==> src/rtl/ps2_host_tx.sv <==
// PS/2 host-to-device command transmitter: inhibit, request-to-send, device-clocked
// 11-edge frame and ACK capture, with start and transfer timeouts.
module ps2_host_tx #(
  parameter int INHIBIT_CYCLES = 5000,
  parameter int START_TIMEOUT  = 750000,
  parameter int XFER_TIMEOUT   = 100000
) (
  input  logic       CLOCK_50,
  input  logic       reset,
  input  logic       send_cmd,
  input  logic [7:0] cmd_byte,
  input  logic       ps2_clk_in,
  input  logic       ps2_dat_in,
  output logic       ps2_clk_oe,
  output logic       ps2_dat_oe,
  output logic       busy,
  output logic       done,
  output logic       ack_ok,
  output logic       error
);

  typedef enum logic [2:0] {
    S_IDLE, S_INHIBIT, S_REQ, S_WAIT_CLK, S_XFER, S_RELEASE, S_DONE, S_ERR
  } state_t;

  localparam logic [19:0] INH_LAST   = 20'(INHIBIT_CYCLES - 1);
  localparam logic [19:0] START_LAST = 20'(START_TIMEOUT - 1);
  localparam logic [19:0] XFER_LAST  = 20'(XFER_TIMEOUT - 1);

  state_t      state_q, state_d;
  logic [7:0]  cmd_q, cmd_d;
  logic        par_q, par_d;
  logic [3:0]  edge_q, edge_d;
  logic [19:0] cnt_q, cnt_d;
  logic        ack_q, ack_d;
  logic        clk_s1_q, clk_s2_q, clk_prev_q;
  logic        dat_s1_q, dat_s2_q;
  logic        clk_oe_q, dat_oe_q, busy_q, done_q, ack_ok_q, error_q;
  logic        clk_oe_d, dat_oe_d, busy_d, done_d, ack_ok_d, error_d;
  logic        fall;
  logic [3:0]  edge_nx;

  assign fall = clk_prev_q & ~clk_s2_q;

  always_comb begin
    state_d  = state_q;
    cmd_d    = cmd_q;
    par_d    = par_q;
    edge_d   = edge_q;
    ack_d    = ack_q;
    dat_oe_d = dat_oe_q;
    edge_nx  = (edge_q >= 4'd11) ? 4'd11 : edge_q + 4'd1;
    cnt_d    = (cnt_q == 20'hFFFFF) ? cnt_q : cnt_q + 20'd1;
    case (state_q)
      S_IDLE: begin
        cnt_d = '0;
        if (send_cmd) begin
          state_d = S_INHIBIT;
          cmd_d   = cmd_byte;
          par_d   = ~^cmd_byte;
          ack_d   = 1'b0;
        end
      end
      S_INHIBIT: begin
        if (cnt_q == INH_LAST) begin
          state_d  = S_REQ;
          dat_oe_d = 1'b1;
        end
      end
      S_REQ: begin
        state_d = S_WAIT_CLK;
        cnt_d   = '0;
      end
      S_WAIT_CLK: begin
        if (fall) begin
          state_d  = S_XFER;
          edge_d   = 4'd1;
          dat_oe_d = ~cmd_q[0];
          cnt_d    = '0;
        end else if (cnt_q == START_LAST) begin
          state_d = S_ERR;
        end
      end
      S_XFER: begin
        if (cnt_q == XFER_LAST) begin
          state_d = S_ERR;
        end else if (fall) begin
          edge_d = edge_nx;
          // edge n presents cmd[n-1]; 3-bit wrap maps edge 8 onto bit 7
          if (edge_nx >= 4'd2 && edge_nx <= 4'd8) begin
            dat_oe_d = ~cmd_q[edge_nx[2:0] - 3'd1];
          end else if (edge_nx == 4'd9) begin
            dat_oe_d = ~par_q;
          end else if (edge_nx == 4'd10) begin
            dat_oe_d = 1'b0;
          end else if (edge_nx == 4'd11) begin
            ack_d   = ~dat_s2_q;
            state_d = S_RELEASE;
          end
        end
      end
      S_RELEASE: begin
        if (cnt_q == XFER_LAST) state_d = S_ERR;
        else if (clk_s2_q && dat_s2_q) state_d = S_DONE;
      end
      S_DONE:  state_d = S_IDLE;
      S_ERR:   state_d = S_IDLE;
      default: state_d = S_IDLE;
    endcase
    if (state_d == S_IDLE || state_d == S_DONE || state_d == S_ERR) dat_oe_d = 1'b0;
    // outputs are registered from the next state so they line up with state_q
    clk_oe_d = (state_d == S_INHIBIT) || (state_d == S_REQ);
    busy_d   = (state_d == S_INHIBIT) || (state_d == S_REQ) || (state_d == S_WAIT_CLK) ||
               (state_d == S_XFER) || (state_d == S_RELEASE);
    done_d   = (state_d == S_DONE);
    error_d  = (state_d == S_ERR);
    ack_ok_d = (state_d == S_DONE) & ack_d;
  end

  always_ff @(posedge CLOCK_50 or negedge reset) begin
    if (!reset) begin
      state_q    <= S_IDLE;
      cmd_q      <= '0;
      par_q      <= 1'b0;
      edge_q     <= '0;
      cnt_q      <= '0;
      ack_q      <= 1'b0;
      clk_s1_q   <= 1'b1;
      clk_s2_q   <= 1'b1;
      clk_prev_q <= 1'b1;
      dat_s1_q   <= 1'b1;
      dat_s2_q   <= 1'b1;
      clk_oe_q   <= 1'b0;
      dat_oe_q   <= 1'b0;
      busy_q     <= 1'b0;
      done_q     <= 1'b0;
      ack_ok_q   <= 1'b0;
      error_q    <= 1'b0;
    end else begin
      state_q    <= state_d;
      cmd_q      <= cmd_d;
      par_q      <= par_d;
      edge_q     <= edge_d;
      cnt_q      <= cnt_d;
      ack_q      <= ack_d;
      clk_s1_q   <= ps2_clk_in;
      clk_s2_q   <= clk_s1_q;
      clk_prev_q <= clk_s2_q;
      dat_s1_q   <= ps2_dat_in;
      dat_s2_q   <= dat_s1_q;
      clk_oe_q   <= clk_oe_d;
      dat_oe_q   <= dat_oe_d;
      busy_q     <= busy_d;
      done_q     <= done_d;
      ack_ok_q   <= ack_ok_d;
      error_q    <= error_d;
    end
  end

  assign ps2_clk_oe = clk_oe_q;
  assign ps2_dat_oe = dat_oe_q;
  assign busy       = busy_q;
  assign done       = done_q;
  assign ack_ok     = ack_ok_q;
  assign error      = error_q;

endmodule

==> config.mk <==
export PLATFORM = sky130hd
export DESIGN_NAME = ps2_host_tx
export DESIGN_NICKNAME = d
export VERILOG_FILES = /design/src/rtl/ps2_host_tx.sv
export SDC_FILE = /design/constraint.sdc
export NUM_CORES = 1
export LEC_CHECK = 0
export CAP_MARGIN = 20
export CORE_MARGIN = 5
export CORE_UTILIZATION = 48
export CTS_CLUSTER_DIAMETER = 80
export DETAILED_ROUTE_END_ITERATION = 8
export MAX_ROUTING_LAYER = met4
export PLACE_DENSITY = 0.7
export SETUP_SLACK_MARGIN = 0.1
export SYNTH_ARGS = -nofsm -noshare
export SYNTH_HDL_FRONTEND = slang
export SYNTH_SLANG_ARGS = --single-unit
export TNS_END_PERCENT = 50
==> constraint.sdc <==
create_clock -name CLOCK_50 -period 2.9 [get_ports CLOCK_50]
set_clock_uncertainty 0.05 [all_clocks]
set_input_delay 0.58 -clock CLOCK_50 [delete_from_list [all_inputs] [get_ports CLOCK_50]]
set_output_delay 0.58 -clock CLOCK_50 [all_outputs]
set_load 0.03 [all_outputs]
======== Word level (Yosys, flattened, before mapping) ========
Index checks and enable logic that the tools add are counted.
storage, ports and cells
  input port bits ......................... 13
  register bits after elaboration ......... 48
  output and inout bits ................... 6
cells by class
  reduce and logical (&&, ||, !) cells .... 18
  add/subtract/negate cells ............... 3
  multiplexer cells ....................... 40
  order comparisons ....................... 4
  bitwise gates (word level) .............. 7
  equality and inequality tests ........... 29
operators by type and width
  kind                     count
  $eq A20 B20 Y1 const B   2
  $mux W20                 2
  $pmux W20 S2             1
  $mux W3                  12
  $eq A3 B3 Y1 const B     8
  $pmux W3 S7              1
  $add A20 B1 Y20 const B  1
  $eq A20 B13 Y1 const B   1
  $eq A20 B17 Y1 const B   1
  $mux W1                  16
  $mux W4                  4
  $eq A3 B2 Y1 const B     4
  $eq A4 B4 Y1 const B     3
  $ne A3 B3 Y1 const B     4
  $pmux W4 S2              1
  $reduce_xnor A8 Y1       1
  $eq A3 B1 Y1 const B     2
  $logic_not A3 Y1         2
  $logic_or A1 B1 Y1       6
  $ne A2 B2 Y1 const B     3
  $reduce_and A6 Y1        1
  $ne A5 B5 Y1 const B     1
  $not A1 Y1               5
  $add A4 B1 Y4 const B    1
  15 further kinds         18

======== Depth between registers and ports, before layout ========
  depth after elaboration ................. 15
  gate-level depth with buffers ........... 11
  mapped depth without buffers ............ 10

======== Worst setup path after synthesis ========
Ideal clock, no wire load.
  path type ............................... reg-to-reg
  start point ............................. register edge_q[1]
  end point ............................... register dat_oe_q, in the netlist ps2_dat_oe
  library setup time ...................... 65 ps
  path buffers ............................ 1
  required time ........................... 2785 ps
  arrival ................................. 2498 ps
  stages on the path, launching flop included .. 12
  path slack .............................. 286 ps
  path through ............................ dfrtp_1 > ha_1 > buf_1 > o21ai_1 > nor2b_1 > inv_1 > ha_1 > inv_1 > mux4_2 > a21o_2 > a31oi_1 > a31o_1
on the way
  word-level cells in the longest chain between the ends .. 15
  elaborated cells between the ends (all ways) .. 38
  those cells by class .................... add/sub (2); order compare (3); eq/ne (10); mux (16); bitwise (1); reduce/logical (6)
ends and longest elaborated chain
  item                                                     line  source
  start: declaration                                       33    logic [3:0] edge_q, edge_d;
  start signal: assignment                                 143   edge_q <= edge_d;
  $add A4 B1 Y4 / $ge A4 B4 Y1 (equally long branches)     52    edge_nx = (edge_q >= 4'd11) ? 4'd11 : edge_q + 4'd1;
  $mux W4 (*)                                              52
  $eq A4 B4 Y1                                             96    end else if (edge_nx == 4'd11) begin
  $mux W3                                                  96
  $mux W3                                                  94    end else if (edge_nx == 4'd10) begin
  $mux W3                                                  92    end else if (edge_nx == 4'd9) begin
  $mux W3                                                  90    if (edge_nx >= 4'd2 && edge_nx <= 4'd8) begin
  $mux W3                                                  87    end else if (fall) begin
  $mux W3                                                  85    if (cnt_q == XFER_LAST) begin
  $pmux W3 S7                                              54    case (state_q)
  $eq A3 B3 Y1 / $logic_not A3 Y1 (equally long branches)  110   if (state_d == S_IDLE || state_d == S_DONE || state_d == S_ERR) dat_oe_d = 1'b0;
  $logic_or A1 B1 Y1 (2 in series)                         110
  $ne A5 B5 Y1 (no source line) (tied with other cells)    n/a
  $reduce_and A6 Y1 (no source line)                       n/a
  end signal: assignment                                   152   dat_oe_q <= dat_oe_d;
  end: declaration                                         38    logic clk_oe_q, dat_oe_q, busy_q, done_q, ack_ok_q, error_q;
Mark *: on every way between the ends. The rest lies on a longest branch, timed or not. The select of a mux whose other input is x is not followed.
A chain may end at the register's enable or synchronous reset.

======== Worst setup path after layout ========
Ends and elaborated chain as after synthesis.

==> summary.md <==
| Metric | Value |
|---|---|
| Status | `finished, final reports clean` |
| Layout area overhead | `13.08%` |
| First-pass GRT wire length | `10.21 mm` |
| Worst r2r src | `edge_q[1]` |
| Final TNS setup | `0 ns` |
| CP max FO | `8` |
| Clock Latency Late Sink | `0.30 ns` |
| TritonCTS buffer count | `5` |
| Num rows | `28` |
| Syn_nets | `297` |
| Resize count post-CTS | `0` |
| Io pins | `19` |
| Clock transition at the registers of the reported paths | `0.09 ns` |
| DP Worst Slack | `0.2968 ns` |
| Setup slack after layout | `0.2517 ns` |
| Power Dens Cells | `551.5 mW/mm^2` |
| Worst vdd ir | `274.3 uV` |
| Synth Warn # | `0` |
| Critical path startpoint category | `register` |
| Worst rel slew slack | `68.87%` |
| Initial DRC Count | `117` |
| Finished Layout Cells | `378` |
| Reg2Reg Depth | `10` |
| # DRC | `0` |
| Crit. Startpoint | `edge_q[1]` |
| Hold WC Path Type | `input port to asynchronous set/reset pin` |
| Max cap viols | `0` |
| Reg2reg end | `ps2_dat_oe` |
| Detailed Route WL | `5.723 mm` |
| CP Class | `register to register` |
| Pre-Repair DR Iteration Count | `4` |
| Core Region | `0.005816 sq mm` |
| DP Cell Count | `369` |
| Mapped Cells | `281` |
| Placed instance area | `0.003080 sq mm` |
| Vias per cell | `5.765` |
| Max Clk Rate | `377.6 MHz` |
| Final-report hold violation count | `0` |
| Largest net degree at the start of global routing | `47` |
| Post-synth EDFFs | `0` |
| Slew @ Worst Pin | `0.4633 ns` |
| Deepest clock path buffer count | `2` |
| Die Y | `86.67 um` |
| Fin crit period | `2.648 ns` |
| Final nets | `318` |
| N_diodes | `0` |
| Die area | `0.007512 sq mm` |
| Critical path capture point | `ps2_dat_oe` |
| GP Congestion | `0.9258` |
| Routed len/inst | `15.14 um` |
| Final HPWL DP | `4.223 mm` |
| Setup Viol. Count Final | `0` |
| Fin Hold WS | `0.1437 ns` |
| Async S/R FF share, synth | `100.0%` |
| Setup bufs post-CTS | `0` |
| Final Cycle Share | `91.32%` |
| Cell area after synthesis | `0.002821 sq mm` |
| Register bit count reported by yosys | `48` |
| CTS tree | `done` |
| Max Transition Viols Final | `0` |
| GRT Overall Usage | `17.61%` |
| Sequential share of the synthesized area | `42.79%` |
| Share of layout cells above drive strength 1 | `16.83%` |
| CTS H-tree depth | `2` |
| Unrepaired setup endpoints after global routing | `false` |
| Data arrival time of the worst path | `2.84 ns` |
| Post-CTS Hold Fix Bufs | `0` |
| # clock sinks | `48` |
| Initial antenna violation count | `0` |
| Root Buffer | `clkbuf_8` |
| Gr ovfl total | `0` |
| Leak | `1.298 nW` |
| Vias in the first global route | `2090` |
| Final instance area | `0.003191 sq mm` |
| Critical Path Sink Type | `register` |
| Distinct cells, synth | `70` |
| Initial Utilization | `48.52%` |
| Die X | `86.67 um` |
| Syn_area_per_cell | `10.04 sq um` |
| Post-DRT Antenna Nets | `0` |
| PortBufs | `18` |
| Crit path required time | `3.10 ns` |
| Most used DFF post-synth | `dfrtp_1` |
| R2R Setup Slk | `0.25 ns` |
| Routed vias | `2179` |
## metal layers
| layer | vias up | GRT usage (%) | part of all wire, % |
|---|---|---|---|
| li1 | 1079 | - | - |
| met1 | 1040 | 25.08 | 49 |
| met2 | 50 | 25.52 | 45 |
| met3 | 10 | 3.232 | 4.1 |
| met4 | 0 | 5.524 | 1.7 |
| met5 | - | - | 0 |
## area by class of cell
| type | count | area (sq um) |
|---|---|---|
| Inverter | 11 | 41.29 |
| Timing Repair Buffer | 27 | 255.2 |
| Multi-Input combinational cell | 209 | 1503 |
| Fill cell | 544 | 2625 |
| Clock buffer | 8 | 90.09 |
| Sequential cell | 48 | 1207 |
| Tap cell | 75 | 93.84 |
## cells in the mapped netlist (all sizes together), types with 6 or more instances
master / n / area share, %
clkbuf: 8 / 1.4
nand4: 6 / 1.3
and3: 10 / 2.3
and4: 6 / 1.9
nand2: 14 / 2.1
inv: 11 / 1.5
nor2: 26 / 3.5
mux2: 11 / 4.4
nor3: 8 / 1.6
xnor2: 18 / 5.6
o21ai: 12 / 2.3
nor2b: 8 / 1.8
nand3: 6 / 1.1
dfrtp: 43 / 38
a21oi: 12 / 2.3
## where the power goes
group,internal [W],switching [W]
sequential,0.000784,0.0000918
combinational,0.000244,0.000238
clock,0.000195,0.000207
total,0.00122,0.000537
## sequential cells by signal, summed over array words and instances (netlist names), 3 cells and up
register	cells
cnt_q	20
cmd_q	8
edge_q	4
state_q	3
## critical path, stage by stage, from the launching register on
cell and delay (ns):
dfrtp_1 0.46, ha_1 0.22, o21ai_1 0.20, nor2b_1 0.20, inv_1 0.08, ha_1 0.30, inv_1 0.08, mux4_2 0.50
a21o_2 0.20, a31oi_1 0.16, a31o_1 0.12
## per-stage QoR
| stage | total power [W] | util [%] |
|---|---|---|
| 6_report | 0.001760 | 54.86 |
| 5_1_grt | 0.001881 | 54.86 |
| 3_5_place_dp | 0.001371 | 52.97 |
| 4_1_cts | 0.001779 | 54.52 |
| 3_3_place_gp | 0.001360 | 52.97 |
| 2_1_floorplan | 0.001207 | - |
## kinds of logic after synthesis
group,share of synthesized area [%]
buffers and inverters,3.947
xor gates and xnor gates,6.208
muxes,6.253
DFF,42.79
adders and majority gates,1.331
and+or+nand+nor,24.30
AOI/OAI and AO/OA,15.17
## worst min-delay path by stage
stage | startpoint | endpoint | slack (ns) | depth (start not counted)
global route | reset | edge_q[2] | 0.16 | 1
floorplan | reset | ack_ok | 0.23 | 0
global placement | clk_s1_q | clk_s2_q | 0.30 | 0
CTS | dat_s1_q | dat_s2_q | 0.31 | 0
finish | reset | edge_q[2] | 0.14 | 1
detailed placement | dat_s1_q | dat_s2_q | 0.30 | 0
## layout by cell type, fill, tap and decap left out, types with 4 or more instances in the layout
master,count
nand3_1,6
xnor2_1,18
clkdlybuf4s50_1,17
nand2b_1,4
and2_1,5
o21ai_0,8
nor2b_1,8
a21oi_1,11
mux2_2,10
inv_1,10
nor2_1,26
nor3_1,7
buf_4,8
dfrtp_1,43
and4_1,5
clkbuf_8,6
nand4_1,6
nand2_1,13
dfstp_2,5
and3_1,8
No activity file was read; power rests on OpenSTA's default activity.
